===== config.mk =====
export PLATFORM = sky130hd
export DESIGN_NAME = led_animator
export DESIGN_NICKNAME = d
export VERILOG_FILES = /design/src/rtl/led_animator_pkg.sv /design/src/rtl/anim_tick_gen.sv /design/src/rtl/led_animator.sv
export SDC_FILE = /design/constraint.sdc
export NUM_CORES = 1
export LEC_CHECK = 0
export ABC_AREA = 0
export ABC_CLOCK_PERIOD_IN_PS = 3050
export CORE_MARGIN = 4
export CORE_UTILIZATION = 40
export CTS_BUF_LIST = sky130_fd_sc_hd__clkbuf_8
export CTS_CLUSTER_DIAMETER = 30
export DETAILED_ROUTE_END_ITERATION = 12
export GPL_ROUTABILITY_DRIVEN = 0
export PLACE_DENSITY_LB_ADDON = 0.08
export SYNTH_ARGS = -nofsm -noshare
export SYNTH_HDL_FRONTEND = slang
export SYNTH_SLANG_ARGS = --single-unit

===== constraint.sdc =====
create_clock -name clk -period 3.05 [get_ports clk]
set_input_delay 0.61 -clock clk [delete_from_list [all_inputs] [get_ports clk]]
set_output_delay 0.61 -clock clk [all_outputs]
set_load 0.05 [all_outputs]

===== src/rtl/led_animator_pkg.sv =====
// Shared encodings and LED pattern constants for the board LED animator.
package led_animator_pkg;

  localparam int LED_W = 10;
  typedef logic [LED_W-1:0] ledVec_t;

  localparam logic [2:0] MODE_FUEL   = 3'b000;
  localparam logic [2:0] MODE_CHASE  = 3'b001;
  localparam logic [2:0] MODE_BOUNCE = 3'b010;
  localparam logic [2:0] MODE_BLINK  = 3'b011;
  localparam logic [2:0] MODE_OFF    = 3'b100;
  localparam logic [2:0] MODE_ALLON  = 3'b101;

  localparam ledVec_t PAT_PB_A = 10'b0101010101;
  localparam ledVec_t PAT_PB_B = 10'b1010101010;
  localparam ledVec_t LED_ALL  = 10'h3FF;

  typedef enum logic [1:0] {CELEB_IDLE, CELEB_PB, CELEB_GB} celebState_t;

  function automatic ledVec_t rotl1(input ledVec_t v);
    return {v[LED_W-2:0], v[LED_W-1]};
  endfunction

endpackage


===== src/rtl/anim_tick_gen.sv =====
// Animation prescaler: one-cycle tick on the wrap cycle of a 0..ANIM_DIV-1 counter.
// Latency: tick is combinational from the counter; a clear restarts the count and masks that cycle's tick.
module anim_tick_gen #(
  parameter int ANIM_DIV = 2_500_000
) (
  input  logic clk,
  input  logic rst,
  input  logic clear,
  output logic tick
);

  localparam int CW = (ANIM_DIV > 1) ? $clog2(ANIM_DIV) : 1;

  logic [CW-1:0] cnt;
  logic          wrap;

  assign wrap = (cnt == CW'(ANIM_DIV - 1));
  assign tick = wrap & ~clear;

  always_ff @(posedge clk or posedge rst) begin
    if (rst)                cnt <= '0;
    else if (clear || wrap) cnt <= '0;
    else                    cnt <= cnt + CW'(1);
  end

endmodule


===== src/rtl/led_animator.sv =====
// Board LED driver: mode patterns plus a timed best-score celebration overlay.
// Latency 1 clk (registered output); no backpressure, the LEDs consume every cycle.
module led_animator
  import led_animator_pkg::*;
#(
  parameter int ANIM_DIV    = 2_500_000,
  parameter int CELEB_STEPS = 16
) (
  input  logic       clk,
  input  logic       rst,
  input  logic [9:0] FuelGaugeIn,
  input  logic [2:0] DispMode,
  input  logic       NewPersonalBest,
  input  logic       NewGlobalBest,
  output logic [9:0] LEDDispOut
);

  localparam int SW = $clog2(CELEB_STEPS + 1);

  logic [2:0]    modeQ;
  ledVec_t       posQ, posD;
  logic          dirLeftQ, dirLeftD;
  logic          phaseQ, phaseD;
  celebState_t   stateQ, stateD;
  logic [SW-1:0] stepQ, stepD;
  ledVec_t       ledD;
  logic          tick, modeChange, celebStart;

  assign modeChange = (DispMode != modeQ);
  // A personal best cannot interrupt a running global celebration.
  assign celebStart = NewGlobalBest | (NewPersonalBest & (stateQ != CELEB_GB));

  anim_tick_gen #(.ANIM_DIV(ANIM_DIV)) uTick (
    .clk  (clk),
    .rst  (rst),
    .clear(modeChange | celebStart),
    .tick (tick)
  );

  always_comb begin
    stateD = stateQ;
    stepD  = stepQ;
    if (NewGlobalBest) begin
      stateD = CELEB_GB;
      stepD  = '0;
    end else if (celebStart) begin
      stateD = CELEB_PB;
      stepD  = '0;
    end else if (stateQ != CELEB_IDLE && tick) begin
      if (stepQ == SW'(CELEB_STEPS - 1)) begin
        stateD = CELEB_IDLE;
        stepD  = '0;
      end else begin
        stepD = stepQ + SW'(1);
      end
    end
  end

  always_comb begin
    posD     = posQ;
    dirLeftD = dirLeftQ;
    phaseD   = phaseQ;
    if (modeChange) begin
      posD     = ledVec_t'(1);
      dirLeftD = 1'b1;
      phaseD   = 1'b0;
    end else begin
      if (celebStart) phaseD = 1'b0;
      else if (tick)  phaseD = ~phaseQ;
      if (tick) begin
        case (DispMode)
          MODE_CHASE: posD = rotl1(posQ);
          MODE_BOUNCE: begin
            if (dirLeftQ) begin
              if (posQ[LED_W-1]) begin
                dirLeftD = 1'b0;
                posD     = posQ >> 1;
              end else begin
                posD = posQ << 1;
              end
            end else begin
              if (posQ[0]) begin
                dirLeftD = 1'b1;
                posD     = posQ << 1;
              end else begin
                posD = posQ >> 1;
              end
            end
          end
          default: ;
        endcase
      end
    end
  end

  // Output is built from next-state values so it lands exactly one clk after the inputs.
  always_comb begin
    ledD = '0;
    case (stateD)
      CELEB_PB: ledD = phaseD ? PAT_PB_B : PAT_PB_A;
      CELEB_GB: ledD = phaseD ? '0 : LED_ALL;
      default: begin
        case (DispMode)
          MODE_FUEL:   ledD = FuelGaugeIn;
          MODE_CHASE:  ledD = posD;
          MODE_BOUNCE: ledD = posD;
          MODE_BLINK:  ledD = phaseD ? '0 : FuelGaugeIn;
          MODE_ALLON:  ledD = LED_ALL;
          default:     ledD = '0;
        endcase
      end
    endcase
  end

  always_ff @(posedge clk or posedge rst) begin
    if (rst) begin
      modeQ      <= MODE_FUEL;
      posQ       <= ledVec_t'(1);
      dirLeftQ   <= 1'b1;
      phaseQ     <= 1'b0;
      stateQ     <= CELEB_IDLE;
      stepQ      <= '0;
      LEDDispOut <= '0;
    end else begin
      modeQ      <= DispMode;
      posQ       <= posD;
      dirLeftQ   <= dirLeftD;
      phaseQ     <= phaseD;
      stateQ     <= stateD;
      stepQ      <= stepD;
      LEDDispOut <= ledD;
    end
  end

endmodule


==> out/results.ini <==
[synth]
synthCells=332
ys_types=59
synth_seq_area_share=0.4340
synth_warnings=0
async_flop_share=1.000
syn_area_um2=3119
avgSynthCellArea_um2=9.395
ys.flop_type=dfrtp_1
synth.net_count=353
synth_seq_cells=54
synth_edf_count=0

[detailed_routing]
drt_pass1_iterations=4
wl_um=7974
postRouteAntennaNets=0
drtIter0Drc=158
routedWlPerCell_um=16.44
vias=2681
drc=0
drt-vias-per-instance=5.528

[final_layout]
nFillCells=692
finish.utilization=0.5280
fin_nets=406
area_delta_synth_final_pct=25.39
drive_gt1_frac=0.1736
n_antenna_cell=0
instances_no_fill=485
final_cell_mix=51 x dfrtp_1, 42 x nor2_1, 30 x buf_4
final_common_cell=dfrtp_1

[clock_network]
clockBufferDepth=2
cts_tree=yes
clk-insertion-delay-late_ps=310
htreeDepth=2
cts_buffers=5
path_clk_slew_ps=100
cts_sinks=54
root_buffer=clkbuf_8

[worst_setup_path]
slowest_stage=dfrtp_2
arrival_ps=3090
cp-start-kind=flip-flop
critPathKind=reg -> reg
required_ps=3280
cpMostUsedCell=ha_4
path_cells=ha_4 -> and4bb_1 -> nand4_4 -> nor4_4 -> nand2_1 -> a31o_4 -> ha_4 -> inv_4 -> a211o_1 -> nor2_4 -> buf_4 -> nand3_1 -> o2111ai_1
cp-end-kind=flip-flop
crit_path_max_fanout=5
max_stage_delay_ps=420

[sta]
timing.fmax_mhz=350.0
timing_hold_violations_final=0
fin_crit_sh=0.9368
setup_slack_ps=192.8
min_period_ps=2857
whs_ps=502.9
rsz0062_at_grt=false
drv_slew=0
fin_skew_ps=6.307
setup_violations=0
worst_pin_slew_ps=515.3
slew_headroom=0.6554

[die]
fp.dieW_um=96.31
io_pins=27
initial_utilization=0.4210
die_h_um=96.31
die_area_um2=9275
core_um2=7408
placementRows=31

[global_routing]
grt_pass1_wl_um=12850
grt_usage=0.1798
grt_pass1_vias=2533
grt_overflow=0
grt_max_degree=23
antenna_found_initial=0

[power]
ir_drop_uv=176.8
p_leak_uw=0.001566
power_density_nw_per_um2=395.0
p_total_uw=1545

[place]
hpwl_um=5894
dp_cells=474
port_buffers=26
post-place-ws_ps=-327.3

[status]
status=completed

[min_path]
hold_path_class=reg -> reg

[flow_run]
drv_cap=0

==> worst max-delay path: cells and delay by family, from the launching register on <==
kind	cells	cell delay, ps
fa+ha+maj	2	480
simple gates	6	1060
flops	1	420
buf+inv	2	180
compound gates	3	650
==> state kept, by name, indices dropped and copies added, names as in the netlist <==
signal	count
posQ	10
phaseQ	1
stateQ	2
stepQ	5
modeQ	3
dirLeftQ	1
LEDDispOut	10
uTick.cnt	22
==> per-layer routing <==
layer / global-route usage / share of wire / vias to the layer above / wire length (um)
li1: - / - / 1312 / -
met1: 0.2594 / 0.49 / 1308 / 3943
met2: 0.2818 / 0.45 / 59 / 3568
met3: 0.03909 / 0.054 / 2 / 434
met4: 0.02804 / 0.0034 / 0 / 27
met5: 0 / 0 / - / 0
==> layout make-up <==
type | instances | area [um2] | share of cell area
clock buffer | 6 | 82.58 | 0.02111
timing repair buffer | 56 | 481.7 | 0.1232
clock inverter | 2 | 12.51 | 0.003199
tap | 99 | 123.9 | 0.03167
multi-input combinational | 258 | 1815 | 0.4642
sequential | 54 | 1355 | 0.3464
inverter | 10 | 40.04 | 0.01024
==> cell usage after synthesis, types with 2 or more instances <==
library cell	instances	area, um2
dfrtp_1	52	1301
nor2_1	43	161.4
a21oi_1	28	140.1
nand2_1	23	86.33
nand3_1	22	110.1
o21ai_0	13	65.06
xnor2_1	13	113.9
inv_1	10	37.54
mux2i_1	7	70.07
or3_1	7	43.79
xor2_1	7	61.31
a21boi_0	6	45.04
and3_1	6	37.54
nor2b_1	6	37.54
nor3_1	6	30.03
a22o_1	5	43.79
clkbuf_1	5	18.77
o221ai_1	5	43.79
buf_2	4	20.02
ha_1	4	50.05
nand2b_1	4	25.02
nand4_1	4	25.02
a211oi_1	3	22.52
and4_1	3	26.28
and4bb_1	3	37.54
o211ai_1	3	22.52
a221o_1	2	20.02
a31o_2	2	17.52
and2_1	2	12.51
dfstp_2	2	52.55
nand4_2	2	25.02
nor4_4	2	42.54
o2111ai_1	2	17.52
==> stage by stage <==
step	setup TNS (ps)	cell area (um2)
2_1_floorplan	-11.95	3254
4_1_cts	0	3872
5_1_grt	0	3911
6_report	0	3911
3_5_place_dp	-2751	3781
3_3_place_gp	-2285	3781
==> kinds of logic (layout without fill, tap and decap cells) <==
family / count (synthesis) / count (layout) / synth area share
multiplexers: 7 / 7 / 0.02246
AND/OR/NAND/NOR: 142 / 142 / 0.2495
AO/OA/AOI/OAI: 85 / 85 / 0.1937
XOR/XNOR: 20 / 20 / 0.05616
buffers and inverters: 20 / 74 / 0.02808
flip-flops: 54 / 54 / 0.4340
adder cells (fa/ha/maj): 4 / 4 / 0.01605
==> repair_timing <==
action	4_1_cts	5_1_grt
hold buffers	0	0
setup endpoints to repair	3	6
gates resized for setup	3	4
setup buffers	0	3
pin swaps	0	6
==> report_power, final <==
group          switching [uW]  leakage, uW  internal, uW
Clock                     246    0.0000530           185
Combinational             214     0.000797           141
Sequential               14.0     0.000717           744
Total                     474      0.00157          1070
==> worst paths after layout <==
path	cells after the start	start	slack (ps)	endpoint
min in group asynchronous	2	rst	620	LEDDispOut[7]$_DFF_PP0_
max in group asynchronous	3	rst	1750	posQ[0]$_DFF_PP1_
worst max register to register	13	uTick.cnt[0]$_DFF_PP0_	190	LEDDispOut[1]$_DFF_PP0_
worst min-delay path	1	uTick.cnt[0]$_DFF_PP0_	500	uTick.cnt[0]$_DFF_PP0_
worst min register to register	1	uTick.cnt[0]$_DFF_PP0_	500	uTick.cnt[0]$_DFF_PP0_
worst max-delay path	13	uTick.cnt[0]$_DFF_PP0_	190	LEDDispOut[1]$_DFF_PP0_
No activity file was read; power rests on OpenSTA's default activity.
